[config.mk]
export PLATFORM = sky130hd
export DESIGN_NAME = spi_target_responder
export DESIGN_NICKNAME = d
export VERILOG_FILES = /design/src/rtl/spi_target_responder.sv
export SDC_FILE = /design/constraint.sdc
export NUM_CORES = 1
export LEC_CHECK = 0
export ABC_CLOCK_PERIOD_IN_PS = 1910
export CAP_MARGIN = 5
export CELL_PAD_IN_SITES_DETAIL_PLACEMENT = 0
export CELL_PAD_IN_SITES_GLOBAL_PLACEMENT = 1
export CORE_UTILIZATION = 45
export CTS_BUF_LIST = sky130_fd_sc_hd__clkbuf_8
export CTS_CLUSTER_DIAMETER = 40
export DETAILED_ROUTE_END_ITERATION = 16
export PLACE_DENSITY = 0.82
export SKIP_CTS_REPAIR_TIMING = 1
export SLEW_MARGIN = 10
export SYNTH_ARGS = -nofsm -noshare
export SYNTH_HDL_FRONTEND = slang
export SYNTH_SLANG_ARGS = --single-unit
[constraint.sdc]
create_clock -name ref_clk -period 1.91 [get_ports ref_clk]
set_input_delay 0.191 -clock ref_clk [delete_from_list [all_inputs] [get_ports ref_clk]]
set_output_delay 0.191 -clock ref_clk [all_outputs]
set_load 0.03 [all_outputs]
[src/rtl/spi_target_responder.sv]
// SPI mode-0 target: oversamples cs/sclk/din in ref_clk, shifts 8-bit bytes MSB first,
// and serves transmit bytes from a one-deep holding buffer written by the host.
module spi_target_responder (
  input  logic       ref_clk,
  input  logic       reset,
  input  logic       cs,
  input  logic       sclk,
  input  logic       din,
  output logic       dout,
  input  logic       tx_wr,
  input  logic [7:0] TX_DATA,
  output logic       tx_full,
  output logic [7:0] RX_DATA,
  output logic       rx_valid,
  output logic       frame_err,
  output logic       tx_underrun,
  output logic       busy
);

  typedef enum logic {IDLE, SHIFT} state_t;

  logic [2:0] cs_sync_q, cs_sync_d;
  logic [2:0] sclk_sync_q, sclk_sync_d;
  logic [1:0] din_sync_q, din_sync_d;
  logic [1:0] settle_q, settle_d;
  state_t     state_q, state_d;
  logic [2:0] bit_cnt_q, bit_cnt_d;
  logic [6:0] rx_sreg_q, rx_sreg_d;
  logic [6:0] tx_sreg_q, tx_sreg_d;
  logic [7:0] hold_q, hold_d;
  logic       tx_full_q, tx_full_d;
  logic       dout_q, dout_d;
  logic [7:0] rx_data_q, rx_data_d;
  logic       rx_valid_q, rx_valid_d;
  logic       frame_err_q, frame_err_d;
  logic       tx_underrun_q, tx_underrun_d;

  logic       settled;
  logic       cs_fall, cs_rise, sclk_rise;
  logic       load_req;
  logic [7:0] load_byte;
  logic [7:0] rx_byte;

  // The third sync stage still holds its reset value for three cycles after reset
  // release; events are masked until then so a cs already low is not taken as a fall.
  assign settled   = (settle_q == 2'd3);
  assign cs_fall   = settled &  cs_sync_q[2] & ~cs_sync_q[1];
  assign cs_rise   = settled & ~cs_sync_q[2] &  cs_sync_q[1];
  assign sclk_rise = settled & ~sclk_sync_q[2] & sclk_sync_q[1];

  always_comb begin
    cs_sync_d     = {cs_sync_q[1:0], cs};
    sclk_sync_d   = {sclk_sync_q[1:0], sclk};
    din_sync_d    = {din_sync_q[0], din};
    settle_d      = settled ? settle_q : settle_q + 2'd1;
    state_d       = state_q;
    bit_cnt_d     = bit_cnt_q;
    rx_sreg_d     = rx_sreg_q;
    tx_sreg_d     = tx_sreg_q;
    hold_d        = hold_q;
    tx_full_d     = tx_full_q;
    dout_d        = dout_q;
    rx_data_d     = rx_data_q;
    rx_valid_d    = 1'b0;
    frame_err_d   = 1'b0;
    tx_underrun_d = 1'b0;
    load_req      = 1'b0;
    load_byte     = 8'h00;
    rx_byte       = {rx_sreg_q, din_sync_q[1]};

    case (state_q)
      IDLE: begin
        if (cs_fall) begin
          load_req  = 1'b1;
          bit_cnt_d = 3'd0;
          state_d   = SHIFT;
        end
      end
      SHIFT: begin
        if (sclk_rise) begin
          rx_sreg_d = rx_byte[6:0];
          if (bit_cnt_q == 3'd7) begin
            rx_data_d  = rx_byte;
            rx_valid_d = 1'b1;
            bit_cnt_d  = 3'd0;
            load_req   = 1'b1;
          end else begin
            // dout_q already shows the current MSB; tx_sreg holds only the bits still to go.
            bit_cnt_d = bit_cnt_q + 3'd1;
            dout_d    = tx_sreg_q[6];
            tx_sreg_d = {tx_sreg_q[5:0], 1'b0};
          end
        end
      end
      default: state_d = IDLE;
    endcase

    if (load_req) begin
      if (tx_full_q) begin
        load_byte = hold_q;
        tx_full_d = 1'b0;
      end else begin
        tx_underrun_d = 1'b1;
      end
      dout_d    = load_byte[7];
      tx_sreg_d = load_byte[6:0];
    end

    // The sclk bit has been applied above, so a byte completed on this cycle is not an error.
    if (state_q == SHIFT && cs_rise) begin
      state_d = IDLE;
      dout_d  = 1'b0;
      if (bit_cnt_d != 3'd0) begin
        frame_err_d = 1'b1;
      end
    end

    if (tx_wr) begin
      hold_d    = TX_DATA;
      tx_full_d = 1'b1;
    end
  end

  always_ff @(posedge ref_clk or negedge reset) begin
    if (!reset) begin
      cs_sync_q     <= 3'b111;
      sclk_sync_q   <= 3'b000;
      din_sync_q    <= 2'b00;
      settle_q      <= 2'd0;
      state_q       <= IDLE;
      bit_cnt_q     <= 3'd0;
      rx_sreg_q     <= 7'h00;
      tx_sreg_q     <= 7'h00;
      hold_q        <= 8'h00;
      tx_full_q     <= 1'b0;
      dout_q        <= 1'b0;
      rx_data_q     <= 8'h00;
      rx_valid_q    <= 1'b0;
      frame_err_q   <= 1'b0;
      tx_underrun_q <= 1'b0;
    end else begin
      cs_sync_q     <= cs_sync_d;
      sclk_sync_q   <= sclk_sync_d;
      din_sync_q    <= din_sync_d;
      settle_q      <= settle_d;
      state_q       <= state_d;
      bit_cnt_q     <= bit_cnt_d;
      rx_sreg_q     <= rx_sreg_d;
      tx_sreg_q     <= tx_sreg_d;
      hold_q        <= hold_d;
      tx_full_q     <= tx_full_d;
      dout_q        <= dout_d;
      rx_data_q     <= rx_data_d;
      rx_valid_q    <= rx_valid_d;
      frame_err_q   <= frame_err_d;
      tx_underrun_q <= tx_underrun_d;
    end
  end

  assign dout        = dout_q;
  assign tx_full     = tx_full_q;
  assign RX_DATA     = rx_data_q;
  assign rx_valid    = rx_valid_q;
  assign frame_err   = frame_err_q;
  assign tx_underrun = tx_underrun_q;
  assign busy        = (state_q == SHIFT);

endmodule

==> flow_summary.json <==
{
  "synth.most_common_cell": "dfrtp_1",
  "portBuffers": 27,
  "initialDrtViolationCount": 55,
  "power_mw": 2.366,
  "cts.sinks": 49,
  "hpwl_mm": 2.507,
  "r2r_start": "bit_cnt_q[1]",
  "synthesis.nets": 176,
  "synth_commonest_cells": "dfrtp_1, nand2_1, mux2_2, nand3_1, nand4_1",
  "syn_inst": 159,
  "vdd_drop_max_mv": 0.4820,
  "cts-htree-levels": 2,
  "async_reset_ff_share_pct": 100.0,
  "crit_family": "buffers and inverters",
  "hold_path.class": "in2async",
  "rows": 23,
  "synth_ff_type": "dfrtp_1",
  "insertion_delay_ns": 0.30,
  "setup_viol": 0,
  "antenna_found_initial": 0,
  "ant_nets": 0,
  "relSlewSlack_pct": 51.18,
  "path_cells": "clkdlybuf4s50_1",
  "core_mm2": 0.004115,
  "fin_setup_tns_ns": 0,
  "clk_pin_slew_ns": 0.09,
  "die-area_mm2": 0.004651,
  "final.setup.worst_slack_ns": 0.1111,
  "synth_area_mm2": 0.001972,
  "firstDrtPassIters": 5,
  "numCtsBuffers": 5,
  "crit_required_ns": 1.72,
  "cts_root_buf": "clkbuf_8",
  "grt_start_max_net_pins": 35,
  "rr_endpoint": "dout",
  "num_io_pins": 28,
  "max_slew.worst_pin.slew_ns": 0.7323,
  "finClkSkew_ns": 0.008090,
  "critPathSlowestCell": "clkdlybuf4s50_1",
  "p_leak_nw": 1.116,
  "grt_pass1_vias": 1308,
  "drt_wl_total_mm": 3.515,
  "avgSynthCellArea_um2": 12.40,
  "grt_pass1_wl_mm": 5.968,
  "wl_per_cell_um": 14.47,
  "synth_top_area_share_pct": 58.38,
  "die_h_um": 68.20,
  "drv_slew": 0,
  "ys_types": 39,
  "cts.path.max_buffers": 2,
  "initial_core_util_pct": 47.92,
  "max_stage_delay_ns": 0.75,
  "ys_seq_elements": 49,
  "vias": 1281,
  "dp_slack_ns": 0.1557,
  "vias_per_cell": 5.272,
  "post-route-period-util_pct": 94.18,
  "timing_worst_setup_path_type": "reg2out",
  "drive_gt1_share_pct": 21.76,
  "grt.total_usage_pct": 18.13,
  "worstSetupPathDepth": 1,
  "worstPathArrival_ns": 1.61,
  "cp_num_buf_inv": 1,
  "grt-ovfl-total": 0,
  "seq_area_frac_synth_pct": 62.37,
  "cts_tree": "done",
  "finalHoldViolations": 29,
  "p_per_area_mw_per_mm2": 974.8,
  "rsz0062_at_grt": "false",
  "violations": "hold timing",
  "fin_crit_ns": 1.799,
  "status": "finished with violations",
  "endpoint_kind": "output port",
  "nFillCells": 346,
  "n_antenna_cell": 0,
  "setup.worst_path.start_class": "flop",
  "max_cap_violations": 0,
  "synth_warnings": 0,
  "crit_path_max_fanout": 11,
  "gp_congestion": 0.8885,
  "reg2reg_slack_ns": 0.21,
  "drc_errors": 0,
  "rr_worst_depth": 6,
  "finalHoldWorstSlack_ns": -0.06043,
  "fin_nets": 209,
  "die_x_um": 68.20,
  "max_freq_ghz": 0.5559,
  "yosys-top-cells-area": "dfrtp_1, mux2_2, nand2_1",
  "areaGrowthSynthToFinish_pct": 23.10,
  "synth_edf_count": 0,
  "yosysTopAreaCell": "dfrtp_1"
}
==> cell type report <==
class                           instances  area, um^2  area share (%)
Timing Repair Buffer                   34       317.8           13.09
Multi-Input combinational cell         98       685.7           28.25
Clock inverter                          2       33.78           1.392
Sequential cell                        49        1230           50.67
Tap cell                               50       62.56           2.577
Inverter                                4       15.01          0.6186
Clock buffer                            6       82.58           3.402
==> sequential cells by signal, indices dropped and copies added, names as in the netlist <==
| register | count |
|---|---|
| RX_DATA | 8 |
| hold_q | 8 |
| rx_sreg_q | 7 |
| tx_sreg_q | 7 |
| bit_cnt_q | 3 |
| cs_sync_q | 3 |
| sclk_sync_q | 3 |
| din_sync_q | 2 |
| settle_q | 2 |
| busy | 1 |
| dout | 1 |
| frame_err | 1 |
| rx_valid | 1 |
| tx_full | 1 |
| tx_underrun | 1 |
==> report_power, final <==
| part | switching (mW) | leakage [nW] | internal, mW | total [mW] |
|---|---|---|---|---|
| combinational | 0.175 | 0.444 | 0.168 | 0.342 |
| sequential | 0.0967 | 0.610 | 1.18 | 1.28 |
| clock | 0.326 | 0.0626 | 0.421 | 0.748 |
| total | 0.598 | 1.12 | 1.77 | 2.37 |
==> worst max path at each step <==
stage          slack [ns]           end    startpoint
5_1_grt             0.006          dout  bit_cnt_q[1]
4_1_cts              0.10          busy          busy
3_5_place_dp         0.16  tx_sreg_q[6]   settle_q[0]
2_1_floorplan        0.25    RX_DATA[0]          busy
3_3_place_gp         0.21  tx_sreg_q[6]   settle_q[0]
6_report             0.11          busy          busy
==> layer usage <==
metal	global-route usage (%)	wire length [um]	part of all wire [%]
met1	22.74	1669	47
met2	29.17	1666	47
met3	4.000	123	3.5
met4	9.375	56	1.6
met5	0	0	0
==> placed cells by master, fill, tap and decap left out, drive strengths merged, types with 2 or more instances in the layout <==
cell           instances
buf                    8
ha                     3
clkbuf                 6
inv                    5
mux2                  17
a22o                   2
dfstp                  3
nor2                   2
o21ai                  5
a21oi                  4
nand3                 17
nor3                   2
clkdlybuf4s50         26
dfrtp                 46
nand4                  5
nand2                 24
==> through the flow <==
step | cells | instance area (um^2) | utilization (%)
2_1_floorplan | 159 | 1972 | -
3_3_place_gp | 235 | 2308 | 56.10
3_5_place_dp | 235 | 2308 | 56.10
4_1_cts | 243 | 2425 | 58.92
5_1_grt | 243 | 2427 | 58.98
6_report | 243 | 2427 | 58.98
==> kinds of logic (layout without fill, tap and decap cells) <==
| logic type | after synthesis | after routing | share of synthesized area [%] |
|---|---|---|---|
| AND/OR/NAND/NOR | 59 | 59 | 15.74 |
| flip-flops | 49 | 49 | 62.37 |
| multiplexers | 18 | 18 | 10.22 |
| AO/OA/AOI/OAI | 17 | 17 | 6.346 |
| buffers and inverters | 12 | 46 | 2.982 |
| adder cells (fa/ha/maj) | 3 | 3 | 1.904 |
| XOR/XNOR | 1 | 1 | 0.4442 |
(Power assumes the default switching activity.)
